[src/rtl/fd_inst_queue_if.sv]
// Fetch/decode handshake bundle around the instruction queue.
// The slave modport is the queue itself; the master modport is the fetch/decode side.
interface fd_inst_queue_if #(
    parameter int N_BITS = 32,
    parameter int DEPTH  = 4
);
    logic                       f_valid;
    logic [N_BITS-1:0]          f_pc;
    logic [N_BITS-1:0]          f_pc_plus4;
    logic [N_BITS-1:0]          f_instr;
    logic                       stall;
    logic                       f_ready;
    logic                       flush;
    logic                       d_valid;
    logic [N_BITS-1:0]          d_pc;
    logic [N_BITS-1:0]          d_pc_plus4;
    logic [N_BITS-1:0]          d_instr;
    logic                       d_ready;
    logic [$clog2(DEPTH):0]     occupancy;

    modport slave (
        input  f_valid, f_pc, f_pc_plus4, f_instr, flush, d_ready,
        output stall, f_ready, d_valid, d_pc, d_pc_plus4, d_instr, occupancy
    );

    modport master (
        output f_valid, f_pc, f_pc_plus4, f_instr, flush, d_ready,
        input  stall, f_ready, d_valid, d_pc, d_pc_plus4, d_instr, occupancy
    );
endinterface

[src/rtl/fd_inst_queue.sv]
// Fetch-to-decode instruction buffer: circular FIFO of {pc, pc_plus4, instr}
// with valid/ready toward decode, stall toward fetch and a flush on redirect.
module fd_inst_queue #(
    parameter int                N_BITS    = 32,
    parameter int                DEPTH     = 4,
    parameter logic [N_BITS-1:0] NOP_INSTR = 32'h00000013
) (
    input  logic             clk,
    input  logic             rst_n,
    fd_inst_queue_if.slave   bus
);
    localparam int PW = $clog2(DEPTH);
    localparam int CW = PW + 1;

    logic [PW-1:0]         wr_ptr;
    logic [PW-1:0]         rd_ptr;
    logic [CW-1:0]         count;
    logic [3*N_BITS-1:0]   mem [DEPTH];
    logic [3*N_BITS-1:0]   head;
    logic                  full;
    logic                  empty;
    logic                  enq;
    logic                  deq;

    assign full  = (count == CW'(DEPTH));
    assign empty = (count == '0);

    // f_ready comes only from registered count, so no d_ready -> stall path exists
    assign bus.f_ready   = !full;
    assign bus.stall     = full;
    assign bus.d_valid   = !empty && !bus.flush;
    assign bus.occupancy = count;

    assign enq = bus.f_valid && !full && !bus.flush;
    assign deq = bus.d_valid && bus.d_ready;

    assign head = mem[rd_ptr];

    always_comb begin
        bus.d_pc       = '0;
        bus.d_pc_plus4 = '0;
        bus.d_instr    = NOP_INSTR;
        if (bus.d_valid) begin
            bus.d_pc       = head[3*N_BITS-1:2*N_BITS];
            bus.d_pc_plus4 = head[2*N_BITS-1:N_BITS];
            bus.d_instr    = head[N_BITS-1:0];
        end
    end

    // storage carries no reset; valid entries are tracked by count alone
    always_ff @(posedge clk) begin
        if (enq) begin
            mem[wr_ptr] <= {bus.f_pc, bus.f_pc_plus4, bus.f_instr};
        end
    end

    always_ff @(posedge clk) begin
        if (!rst_n) begin
            wr_ptr <= '0;
            rd_ptr <= '0;
            count  <= '0;
        end else if (bus.flush) begin
            wr_ptr <= '0;
            rd_ptr <= '0;
            count  <= '0;
        end else begin
            if (enq) begin
                wr_ptr <= wr_ptr + PW'(1);
            end
            if (deq) begin
                rd_ptr <= rd_ptr + PW'(1);
            end
            if (enq && !deq) begin
                count <= count + CW'(1);
            end else if (deq && !enq) begin
                count <= count - CW'(1);
            end
        end
    end
endmodule

[src/flat_wrapper.sv]
// flat-port wrapper written by rule: the top's interface ports become plain ports
module fd_inst_queue_flat 
#(
    parameter int                N_BITS    = 32,
    parameter int                DEPTH     = 4,
    parameter logic [N_BITS-1:0] NOP_INSTR = 32'h00000013
)
  (clk, rst_n, bus_f_valid, bus_f_pc, bus_f_pc_plus4, bus_f_instr, bus_flush, bus_d_ready, bus_stall, bus_f_ready, bus_d_valid, bus_d_pc, bus_d_pc_plus4, bus_d_instr, bus_occupancy);
  fd_inst_queue_if #(.N_BITS(N_BITS), .DEPTH(DEPTH)) bus_i ();
  input  logic clk;
  input  logic rst_n;
  input wire logic [$bits(bus_i.f_valid)-1:0] bus_f_valid;
  input wire logic [$bits(bus_i.f_pc)-1:0] bus_f_pc;
  input wire logic [$bits(bus_i.f_pc_plus4)-1:0] bus_f_pc_plus4;
  input wire logic [$bits(bus_i.f_instr)-1:0] bus_f_instr;
  input wire logic [$bits(bus_i.flush)-1:0] bus_flush;
  input wire logic [$bits(bus_i.d_ready)-1:0] bus_d_ready;
  output wire logic [$bits(bus_i.stall)-1:0] bus_stall;
  output wire logic [$bits(bus_i.f_ready)-1:0] bus_f_ready;
  output wire logic [$bits(bus_i.d_valid)-1:0] bus_d_valid;
  output wire logic [$bits(bus_i.d_pc)-1:0] bus_d_pc;
  output wire logic [$bits(bus_i.d_pc_plus4)-1:0] bus_d_pc_plus4;
  output wire logic [$bits(bus_i.d_instr)-1:0] bus_d_instr;
  output wire logic [$bits(bus_i.occupancy)-1:0] bus_occupancy;
  assign bus_i.f_valid = bus_f_valid;
  assign bus_i.f_pc = bus_f_pc;
  assign bus_i.f_pc_plus4 = bus_f_pc_plus4;
  assign bus_i.f_instr = bus_f_instr;
  assign bus_i.flush = bus_flush;
  assign bus_i.d_ready = bus_d_ready;
  assign bus_stall = bus_i.stall;
  assign bus_f_ready = bus_i.f_ready;
  assign bus_d_valid = bus_i.d_valid;
  assign bus_d_pc = bus_i.d_pc;
  assign bus_d_pc_plus4 = bus_i.d_pc_plus4;
  assign bus_d_instr = bus_i.d_instr;
  assign bus_occupancy = bus_i.occupancy;
  fd_inst_queue #(.N_BITS(N_BITS), .DEPTH(DEPTH), .NOP_INSTR(NOP_INSTR)) u_core (.clk(clk), .rst_n(rst_n), .bus(bus_i));
endmodule
[config.mk]
export PLATFORM = sky130hd
export DESIGN_NAME = fd_inst_queue_flat
export DESIGN_NICKNAME = d
export VERILOG_FILES = /design/src/rtl/fd_inst_queue_if.sv /design/src/rtl/fd_inst_queue.sv /design/src/flat_wrapper.sv
export SDC_FILE = /design/constraint.sdc
export NUM_CORES = 1
export LEC_CHECK = 0
export CAP_MARGIN = 10
export CORE_MARGIN = 3
export CORE_UTILIZATION = 35
export DETAILED_ROUTE_END_ITERATION = 10
export GPL_TIMING_DRIVEN = 0
export PLACE_DENSITY = 0.64
export SKIP_LAST_GASP = 1
export SYNTH_ARGS = -nofsm -noshare
export SYNTH_HDL_FRONTEND = slang
export SYNTH_SLANG_ARGS = --single-unit
[constraint.sdc]
create_clock -name clk -period 6.4 [get_ports clk]
set_input_delay 0.96 -clock clk [delete_from_list [all_inputs] [get_ports clk]]
set_output_delay 0.96 -clock clk [all_outputs]
set_load 0.005 [all_outputs]
== Yosys cells after proc, flatten, opt, wreduce, memory -nomap -nowiden ==
Memories as Yosys holds them, arrays and structs flattened. A register that Yosys moved wholly into a read port is not among the register bits.
Cells that the tools add are included.

* Register bits after elaboration: 7
* Latch bits: 0
* Memory bits (writable): 384
* Memory bits (read-only): 0
* Bits of input ports: 101
* Output and inout port bits: 102
* Memories kept: 1

{| class="wikitable"
|+ Memory list
! name !! depth !! width !! read ports !! clocked after Yosys merged registers in !! write ports !! RTL line !! text
|-
| u_core.mem || 4 || 96 || 1 || 1 || 1 || fd_inst_queue.sv:18 || <nowiki>logic [3*N_BITS-1:0] mem [DEPTH];</nowiki>
|}

* Add/subtract/negate cells: 4
* Multiply operators: 0
* Divide/modulo/power cells: 0
* Magnitude comparators: 0
* Equality and inequality tests: 1
* Shifts and indexed selects: 0
* Mux-type cells: 9
* Bitwise logic cells: 1
* Reduce and logical (&&, ||, !) cells: 14

{| class="wikitable"
|+ Operators with widths
! cell !! count
|-
| $mux W32 || 3
|-
| $logic_and A1 B1 Y1 || 6
|-
| $mux W3 || 2
|-
| $logic_not A1 Y1 || 5
|-
| $add A2 B1 Y2 const B || 2
|-
| $mux W2 || 2
|-
| $add A3 B1 Y3 const B || 1
|-
| $eq A3 B3 Y1 const B || 1
|-
| $logic_not A3 Y1 || 1
|-
| $sub A3 B1 Y3 const B || 1
|-
| $mux W1 || 2
|-
| $reduce_bool A2 Y1 || 1
|-
| $reduce_or A2 Y1 || 1
|-
| $not A1 Y1 || 1
|}

== Depth between registers and ports, before layout ==
Gate-level depths: netlist (run 1).

* Depth in word-level cells: 8
* Gate-level depth with buffers: 10
* Gate-level depth less buffers: 9

== Least setup slack after synthesis (run 1) ==
OpenSTA, ideal clock, no wires.

* Path kind: input to register
* Start point: input port bus_f_valid
* End point: memory u_core.mem[0][0] (netlist bit), enable pin
* Setup time: 0.466 ns
* Arrival: 3.579 ns
* Path slack: 2.355 ns
* Stages: 3
* Buffers on the path: 0
* Cells stage by stage: inv_1 -> nor3_1 -> and2_1

* Cells in the longest elaborated chain, start to end: 4

{| class="wikitable"
|+ RTL lines
! item !! RTL line !! text
|-
| start, declared || flat_wrapper.sv:12 || <nowiki>input wire logic [$bits(bus_i.f_valid)-1:0] bus_f_valid;</nowiki>
|-
| $logic_and A1 B1 Y1 (2 in a row) || fd_inst_queue.sv:34 || <nowiki>assign enq = bus.f_valid && !full && !bus.flush;</nowiki>
|-
| net u_core.enq || fd_inst_queue.sv:22 || <nowiki>logic enq;</nowiki>
|-
| $mux W1 || fd_inst_queue.sv:52 || <nowiki>if (enq) begin</nowiki>
|-
| $mux W1 (implied by the code) || fd_inst_queue.sv:53 || <nowiki>mem[wr_ptr] <= {bus.f_pc, bus.f_pc_plus4, bus.f_instr};</nowiki>
|-
| end, declared || fd_inst_queue.sv:18 ||
|}

The timed path passes the listed nets, and every way through them passes these cells.

== Worst setup path after layout (run 1) ==
* Start point: input port bus_flush
* End point: output port bus_d_instr[23]

* Cells in the longest elaborated chain, start to end: 3

{| class="wikitable"
|+ RTL lines
! item !! RTL line !! text
|-
| start, declared || flat_wrapper.sv:16 || <nowiki>input wire logic [$bits(bus_i.flush)-1:0] bus_flush;</nowiki>
|-
| $logic_not A1 Y1 || fd_inst_queue.sv:31 || <nowiki>assign bus.d_valid = !empty && !bus.flush;</nowiki>
|-
| $logic_and A1 B1 Y1 || fd_inst_queue.sv:31 ||
|-
| $mux W32 || fd_inst_queue.sv:43 || <nowiki>if (bus.d_valid) begin</nowiki>
|-
| end, declared || flat_wrapper.sv:23 || <nowiki>output wire logic [$bits(bus_i.d_instr)-1:0] bus_d_instr;</nowiki>
|}

Every way passes these cells.

==> results of run 1 <==
==> layout by cell type, fill, tap and decap left out, drive strengths merged <==
cell / n
dfxtp: 9
or3b: 1
nand2: 1
o21ai: 5
nand2b: 2
or3: 6
mux2i: 1
mux4: 96
ha: 5
clkbuf: 70
and2: 97
diode: 2
fa: 1
clkdlybuf4s50: 202
nand3: 2
a21oi: 6
nor3: 2
clkinvlp: 1
nor2: 3
clkinv: 16
nand3b: 1
bufinv: 3
inv: 6
edfxtp: 384
xor2: 2
buf: 21
==> Yosys cell counts (all sizes together) <==
cell type  count
edfxtp       384
and2          97
mux4          96
clkbuf        17
buf           16
dfxtp          9
a21oi          6
or3            6
ha             5
inv            5
o21ai          5
nor2           3
nand2b         2
nand3          2
nor3           2
xor2           2
fa             1
mux2i          1
nand2          1
nand3b         1
or3b           1
==> sequential cells by signal, indices dropped and copies added (netlist names), named ones only <==
register	count
u_core.mem	384
u_core.rd_ptr	2
u_core.bus.occupancy	3
u_core.wr_ptr	2
==> routing by layer <==
metal	track usage, %	up-vias
li1	-	3219
met1	18.6	3700
met2	22.7	212
met3	4.06	54
met4	4.40	6
met5	0	-
==> worst paths after layout <==
kind,to,slack (ns),startpoint
worst max-delay path,bus_d_instr[23],1.51,bus_flush
worst min register to register,flip-flop,0.50,u_core.rd_ptr[1]
worst max register to register,u_core.bus.occupancy[2],3.54,u_core.bus.occupancy[0]
worst min-delay path,flip-flop,0.50,u_core.rd_ptr[1]
==> power by group <==
part           leakage (nW)  total [mW]  internal [mW]  switching, mW
Combinational          1.80       0.287          0.163          0.124
Clock                 0.658        2.35           1.40          0.947
Sequential             3.56        2.88           2.87         0.0101
==> metrics by stage <==
stage	util, %	area [µm²]	hold WS [ns]
2_1_floorplan	-	15000	0.459
5_1_grt	45.5	19100	0.548
4_1_cts	45.5	19100	0.496
3_5_place_dp	42.3	17800	0.487
6_report	45.5	19100	0.497
3_3_place_gp	42.0	17600	0.468
==> kinds of logic (layout without fill, tap and decap cells) <==
kind of cell,Yosys count,count (layout)
mux,97,97
buf+inv,38,319
fa+ha+maj,6,6
simple gates,115,115
xor+xnor,2,2
compound gates,11,11
flops,393,393
other cells,0,2
==> critical path: stages <==
cell             delay, ns
clkdlybuf4s50_1       0.60
nor2_1                0.48
clkbuf_1              0.63
clkbuf_1              0.49
and2_1                0.21
clkdlybuf4s50_1       0.56
==> layout make-up <==
| cell class | instances | area, µm² |
|---|---|---|
| Antenna cell | 2 | 5.00 |
| Clock buffer | 53 | 1160 |
| Fill cell | 3569 | 22900 |
| Clock inverter | 21 | 189 |
| Inverter | 5 | 18.8 |
| Multi-Input combinational cell | 231 | 3050 |
| Tap cell | 539 | 674 |
| Timing Repair Buffer | 207 | 2160 |
| Buffer | 33 | 181 |
| Sequential cell | 393 | 11700 |
==> results.py, run 1 <==
metrics = {
    "timing": {
        "timing.final.crit_share_pct": 76.5,
        "period_needed_ns": 4.89,
        "final_max_slew_viol_count": 0,
        "setup_ws_ns": 1.51,
        "worst_slew_pin_slew_ns": 0.885,
        "max_freq_mhz": 204,
        "final-setup-viol-count": 0,
        "rsz0062_at_grt": "false",
        "hold_viol": 0,
        "setup_total_negative_slack_ns": 0,
        "slew_headroom_pct": 41.0,
        "clock-skew-final_ns": 0.0201,
    },
    "logic_synthesis": {
        "synth_compound_area_share_pct": 0.368,
        "synthAdderAreaFrac_pct": 0.552,
        "synth_warnings": 0,
        "synth_top_family_by_area": "multiplexers",
        "yosys.area.top_type": "edfxtp_1",
        "synthCells": 662,
        "netlist.area_leader.share_pct": 77.1,
        "synth_nets": 769,
        "seq_area_frac_synth_pct": 78.3,
        "synth-simple-area-share_pct": 4.77,
        "avgSynthCellArea_um2": 22.6,
        "yosys.cell_types.count": 23,
        "synthMuxAreaShare_pct": 14.5,
        "ys_ff_latch": 393,
        "yosys-top-cells-area": "edfxtp_1 77%, mux4_2 14%, and2_1 4.1%, dfxtp_1 1.2%, buf_6 0.45%",
        "synth_xor_area_share_pct": 0.117,
        "syn_area_um2": 15000,
    },
    "clock_network": {
        "cts_tree": "built",
        "numCtsBuffers": 43,
        "cts_buffer_depth": 3,
        "cts_sinks": 393,
        "cts.clk_slew.worst_paths_ns": 0.06,
        "cts_root_buf": "clkbuf_16",
        "post_cts_buffers": 0,
        "insertion_delay_ns": 0.55,
        "post_cts_resized": 0,
        "ctsHtreeMaxLevel": 2,
        "cts_hold_buf": 0,
    },
    "setup_path": {
        "required_ns": 5.44,
        "crit_path_start_kind": "input port",
        "cp.arrival_ns": 3.93,
        "ff2ff_path_depth": 10,
        "worstSetupPathType": "in2out",
        "path_max_fanout": 11,
        "end_kind": "output pin",
    },
    "route": {
        "wl_met2_um": 15000,
        "postRouteAntennaNets": 0,
        "drt_first_pass_iters": 6,
        "wl_met3_um": 2270,
        "detail_route.wl_per_cell_um": 21.1,
        "wl_met1_um": 13400,
        "detail_route.iter0.violations": 343,
        "highest-signal-layer": "met5",
        "vias_per_cell": 4.85,
        "drc": 0,
        "vias": 7191,
        "wl_um": 31400,
    },
    "floorplanning": {
        "core_area_um2": 42000,
        "start_util_pct": 35.6,
        "die_w_um": 213,
        "io_pins": 203,
        "die_area_um2": 45200,
        "dieHeight_um": 213,
        "rows": 75,
    },
    "final_layout": {
        "final_nets": 1021,
        "fin_cells": 1484,
        "final_layout_size_suffix_gt1_share_pct": 19.3,
        "area_growth_pct": 28.1,
    },
    "power": {
        "ir_drop_uv": 201,
        "power_leakage_nw": 6.02,
        "total_power_mw": 5.52,
        "cellPowerDensity_nw_per_um2": 288,
    },
    "global_route": {
        "grt_max_degree": 54,
        "grt_pass1_wl_um": 47500,
        "grt_overflow": 0,
        "grt_pass1_vias": 7771,
        "antenna_found_initial": 4,
        "grt_use_total_pct": 14.1,
    },
    "place": {
        "io_buffers": 202,
        "gp_congestion": 0.671,
        "dp_hpwl_um": 19100,
        "pre_cts_ws_ns": 1.24,
        "post-place-cells": 1408,
    },
    "worst_hold_path": {
        "hold_depth": 2,
        "worstHoldPathType": "reg2reg",
    },
    "status": {
        "status": "finished clean",
    },
    "flow_run": {
        "max_cap_violations": 0,
    },
}
(Power assumes the default switching activity.)
==> run 2: changes to the inputs <==
--- a/config.mk
+++ b/config.mk
@@ -10,7 +10,7 @@
 export CORE_UTILIZATION = 35
 export DETAILED_ROUTE_END_ITERATION = 10
 export GPL_TIMING_DRIVEN = 0
-export PLACE_DENSITY = 0.64
+export PLACE_DENSITY = 0.66
 export SKIP_LAST_GASP = 1
 export SYNTH_ARGS = -nofsm -noshare
 export SYNTH_HDL_FRONTEND = slang
==> constraint.sdc (replaced) <==
create_clock -name clk -period 4.1 [get_ports clk]
set_input_delay 0.615 -clock clk [delete_from_list [all_inputs] [get_ports clk]]
set_output_delay 0.615 -clock clk [all_outputs]
set_load 0.005 [all_outputs]
==> run 2 against run 1 <==
Effect of this change:
- clock-buffer cell count fell by 2
- worst hold slack gained 0.0021 ns
- largest cell class unchanged
- highest routed layer is now met4
- critical path type unchanged
- critical endpoint is now bus_d_pc_plus4[28]
- sequential power grew 56%
==> results.py, run 2 (synthesis results as in run 1) <==
metrics = {
    "route": {
        "drc": 0,
        "wl_um": 30500,
        "drt_first_pass_iters": 4,
        "vias_per_cell": 4.85,
        "postRouteAntennaNets": 0,
        "detail_route.wl_per_cell_um": 20.5,
        "vias": 7210,
        "detail_route.iter0.violations": 495,
    },
    "clock_network": {
        "cts_root_buf": "clkbuf_16",
        "insertion_delay_ns": 0.55,
        "numCtsBuffers": 42,
        "cts.clk_slew.worst_paths_ns": 0.06,
        "cts_buffer_depth": 3,
        "cts_sinks": 393,
        "ctsHtreeMaxLevel": 2,
        "cts_tree": "built",
    },
    "floorplanning": {
        "core_area_um2": 42000,
        "die_w_um": 213,
        "start_util_pct": 35.6,
        "rows": 75,
        "dieHeight_um": 213,
        "die_area_um2": 45200,
        "io_pins": 203,
    },
    "power": {
        "netSwitchingFraction_pct": 19.7,
        "cellPowerDensity_nw_per_um2": 450,
        "p_comb_share_pct": 5.2,
        "switching_power_mw": 1.69,
        "power_leakage_nw": 6.01,
        "internal-power_mw": 6.92,
        "ir_drop_uv": 330,
        "power_frac_clock_pct": 42.6,
        "total_power_mw": 8.61,
        "pwr-share-seq_pct": 52.3,
    },
    "timing": {
        "period_needed_ns": 3.85,
        "setup_total_negative_slack_ns": 0,
        "worst_slew_pin_slew_ns": 0.885,
        "max_freq_mhz": 260,
        "slew_headroom_pct": 41.0,
        "final_max_slew_viol_count": 0,
        "clock-skew-final_ns": 0.0131,
        "hold_viol": 0,
        "final-setup-viol-count": 0,
        "timing.final.crit_share_pct": 93.8,
        "rsz0062_at_grt": "false",
    },
    "final_layout": {
        "largest_register_ffs": 384,
        "final_layout_size_suffix_gt1_share_pct": 19.3,
        "area_growth_pct": 28.0,
        "layout_common_cells": "384 x edfxtp_1, 202 x clkdlybuf4s50_1, 96 x mux4_2, 93 x and2_1, 45 x clkbuf_16",
        "stdcell_area_um2": 19100,
        "final_nets": 1019,
        "top_register": "u_core.mem",
        "layout_commonest_cell": "edfxtp_1",
        "fin_cells": 1487,
    },
    "global_route": {
        "grt_pass1_vias": 7645,
        "grt_overflow": 0,
        "grt_max_degree": 51,
        "grt_use_total_pct": 13.6,
        "antenna_found_initial": 0,
        "grt_pass1_wl_um": 46200,
    },
    "setup_path": {
        "crit_path_start_kind": "input port",
        "cp.arrival_ns": 3.23,
        "end_kind": "output pin",
        "worstSetupPathType": "in2out",
        "path_max_fanout": 10,
        "required_ns": 3.48,
    },
    "place": {
        "dpl_cell_area_um2": 17800,
        "gp_congestion": 0.701,
        "post-place-cells": 1407,
        "dp_hpwl_um": 18700,
        "io_buffers": 202,
    },
    "status": {
        "status": "finished clean",
    },
    "worst_hold_path": {
        "worstHoldPathType": "reg2reg",
    },
    "flow_run": {
        "max_cap_violations": 0,
    },
}
## run 2: changes by cell type in the layout (fill, tap and decap cells not counted)
cell | before | now
clkinv_1 | 7 | 13
clkbuf_1 | 25 | 21
clkbuf_2 | 0 | 2
buf_16 | 5 | 4
clkinv_2 | 6 | 5
clkinv_4 | 3 | 2
clkinvlp_4 | 1 | 2
diode_2 | 2 | 3
## run 2: layout make-up
type | instances | area (µm²)
Fill cell | 3596 | 22900
Multi-Input combinational cell | 231 | 3050
Buffer | 33 | 184
Clock inverter | 26 | 205
Antenna cell | 3 | 7.51
Clock buffer | 51 | 1150
Sequential cell | 393 | 11700
Timing Repair Buffer | 206 | 2130
Tap cell | 539 | 674
Inverter | 5 | 18.8
## run 2: path summary, 6_finish.rpt
check | start | to | slack, ns | cells after the start
max | bus_flush | bus_d_pc_plus4[28] | 0.25 | 6
min | u_core.rd_ptr[1] | flip-flop | 0.50 | 2
max reg2reg | u_core.bus.occupancy[0] | u_core.bus.occupancy[2] | 1.29 | 10
min reg2reg | u_core.rd_ptr[1] | flip-flop | 0.50 | 2
## run 2: timing repair
item | CTS | global route
buffers inserted | 0 | 0
hold buffers | 0 | 0
setup endpoints to repair | 42 | 6
gates resized for setup | 1 | 2
## run 2: layer usage
| layer | part of all wire [%] | GRT usage [%] |
|---|---|---|
| met5 | 0 | 0 |
| met4 | 2.0 | 4.38 |
| met2 | 48 | 22.0 |
| met3 | 5.9 | 3.50 |
| met1 | 44 | 18.1 |
## run 2: power by group through the flow
stage	Combinational, mW	Sequential [mW]	Clock [mW]
after CTS	0.455	4.50	3.78
final	0.444	4.50	3.67
after global placement	0.437	4.60	0
after global routing	0.484	4.50	3.93
after floorplan	0.161	4.59	0
after detailed placement	0.452	4.59	0
## run 2: metrics by stage
step	util (%)	worst slack (ns)	hold WS, ns
6_report	45.5	0.253	0.499
5_1_grt	45.5	0.0168	0.545
4_1_cts	45.5	0.0755	0.496
3_5_place_dp	42.3	-0.196	0.491
3_3_place_gp	42.0	-2.32	0.488
2_1_floorplan	-	0.384	0.459
## run 2: critical path, stage by stage
cell,delay (ns)
clkdlybuf4s50_1,0.53
nor2_1,0.41
clkbuf_2,0.41
clkbuf_1,0.49
and2_1,0.25
clkdlybuf4s50_1,0.53
==> run 3: changes to the inputs <==
--- a/config.mk
+++ b/config.mk
@@ -12,6 +12,7 @@
 export GPL_TIMING_DRIVEN = 0
 export PLACE_DENSITY = 0.66
 export SKIP_LAST_GASP = 1
+export SLEW_MARGIN = 25
 export SYNTH_ARGS = -nofsm -noshare
 export SYNTH_HDL_FRONTEND = slang
 export SYNTH_SLANG_ARGS = --single-unit
==> run 3 against run 2 <==
Effect of this change:
- clock skew up 0.0011 ns
- combinational power rose by 0.9%
- sequential power about the same
- cell area is 0.12% lower
- critical endpoint unchanged
- core utilization is 0.057 points lower
- sequential cell count is the same
==> results.py, run 3 (synthesis results as in run 1) <==
metrics = {
    "status": {
        "status": "finished clean",
    },
    "setup_path": {
        "ff2ff_path_depth": 10,
        "crit_path_start_kind": "input port",
        "regToRegSetupSlack_ns": 1.30,
        "required_ns": 3.48,
        "r2r-end": "u_core.bus.occupancy[2]",
        "end_kind": "output pin",
        "timing.rr.start": "u_core.bus.occupancy[0]",
        "cp-startpoint": "bus_flush",
        "path_max_fanout": 10,
        "cp.arrival_ns": 3.22,
        "worstSetupPathType": "in2out",
    },
    "worst_hold_path": {
        "hold_start": "u_core.rd_ptr[1]",
        "worstHoldPathType": "reg2reg",
        "hold_depth": 2,
    },
    "global_route": {
        "grt_use_total_pct": 13.8,
        "use_met1_pct": 18.7,
        "top_usage_layer": "met2",
        "grt_max_degree": 42,
        "grt_pass1_vias": 7639,
        "grt_pass1_wl_um": 46500,
        "met3_usage_pct": 3.51,
        "antenna_found_initial": 0,
        "grt_overflow": 0,
        "gr-usage-met2_pct": 21.8,
    },
    "timing": {
        "final-setup-viol-count": 0,
        "rsz0062_at_grt": "false",
        "final_max_slew_viol_count": 0,
        "hold_viol": 0,
        "fin_hold_ws_ns": 0.511,
        "worst_slew_pin_slew_ns": 0.804,
        "period_needed_ns": 3.83,
        "slew_headroom_pct": 46.4,
        "max_freq_mhz": 261,
        "clock-skew-final_ns": 0.0142,
        "timing.final.crit_share_pct": 93.5,
        "setup_ws_ns": 0.268,
    },
    "route": {
        "detail_route.iter0.violations": 534,
        "vias": 7198,
        "wl_um": 30900,
        "drt_first_pass_iters": 4,
        "postRouteAntennaNets": 0,
        "vias_per_cell": 4.85,
        "detail_route.wl_per_cell_um": 20.9,
        "drc": 0,
    },
    "clock_network": {
        "cts.clk_slew.worst_paths_ns": 0.06,
        "insertion_delay_ns": 0.54,
        "numCtsBuffers": 42,
        "cts_tree": "built",
        "cts_sinks": 393,
        "cts_buffer_depth": 3,
        "ctsHtreeMaxLevel": 2,
        "cts_root_buf": "clkbuf_16",
    },
    "place": {
        "pre_cts_ws_ns": -0.169,
        "gp_congestion": 0.701,
        "dp_hpwl_um": 19400,
        "io_buffers": 202,
    },
    "final_layout": {
        "final_layout_size_suffix_gt1_share_pct": 19.5,
        "fill_cells": 3580,
        "layout_commonest_cell": "edfxtp_1",
        "final_nets": 1023,
        "top_register": "u_core.mem",
        "final_util_pct": 45.5,
        "area_growth_pct": 27.8,
        "largest_register_ffs": 384,
        "layout_common_cells": "384 x edfxtp_1, 202 x clkdlybuf4s50_1, 96 x mux4_2, 93 x and2_1, 43 x clkbuf_16",
    },
    "floorplanning": {
        "rows": 75,
        "io_pins": 203,
        "die_area_um2": 45200,
        "start_util_pct": 35.6,
        "core_area_um2": 42000,
        "die_w_um": 213,
        "dieHeight_um": 213,
    },
    "power": {
        "ir_drop_uv": 337,
        "cellPowerDensity_nw_per_um2": 440,
        "power_leakage_nw": 6.01,
        "total_power_mw": 8.41,
    },
    "flow_run": {
        "max_cap_violations": 0,
    },
}
run 3: cell types whose count changed in the layout (fill, tap and decap cells not counted):
cell        previous run  this run
buf_12                 0         3
clkbuf_1              21        23
clkinv_4               2         1
bufinv_16              3         1
buf_16                 4         5
clkinvlp_4             2         0
clkinv_2               5         8
diode_2                3         1
clkbuf_8               0         2
clkinv_1              13         7
clkbuf_16             45        43
run 3: worst max path at each step:
stage                         endpoint  slack [ns]  cells past startpoint
finish              bus_d_pc_plus4[28]        0.27                      6
global route        bus_d_pc_plus4[28]        0.02                      6
CTS                    bus_d_instr[18]         0.1                      6
detailed placement     bus_d_instr[17]       -0.17                      6
global placement     u_core.mem[0][82]       -2.32                      4
floorplan             u_core.mem[2][0]        0.38                      4
run 3: stage by stage:
stage	cell area (µm²)	TNS, ns	cells
after floorplan	15000	0	662
after global placement	17600	-879.61	1403
after detailed placement	17900	-2.45	1411
after CTS	19100	0	1482
after global routing	19100	0	1482
final	19100	0	1483
run 3: timing repair:
item / 4_1_cts / 5_1_grt
hold buffers: 0 / 0
setup endpoints to repair: 36 / 2
resized for setup: 1 / 2
buffers inserted: 0 / 0
run 3: power by group:
group / internal (mW) / total (mW) / switching [mW]
logic: 0.254 / 0.448 / 0.194
clock network: 2.01 / 3.46 / 1.45
registers: 4.48 / 4.50 / 0.0156
run 3: worst max-delay path, stage by stage:
cell and delay (ns):
clkdlybuf4s50_1 0.54, nor2_1 0.39, clkbuf_2 0.41, clkbuf_1 0.47, and2_1 0.25, clkdlybuf4s50_1 0.54
run 3: cell type report:
| class | instances | area [µm²] | area share, % |
|---|---|---|---|
| sequential | 393 | 11700 | 61.3 |
| clock inverter | 18 | 114 | 0.596 |
| timing repair buffer | 210 | 2220 | 11.6 |
| antenna | 1 | 2.50 | 0.0131 |
| tap | 539 | 674 | 3.53 |
| clock buffer | 53 | 1130 | 5.93 |
| buffer | 33 | 184 | 0.963 |
| inverter | 5 | 18.8 | 0.0982 |
| multi-input combinational | 231 | 3050 | 16.0 |
run 3: layer usage:
layer | wire [µm] | part of all wire (%)
met5 | 0 | 0
met3 | 1990 | 6.4
met2 | 14800 | 48
met4 | 758 | 2.5
met1 | 13400 | 43
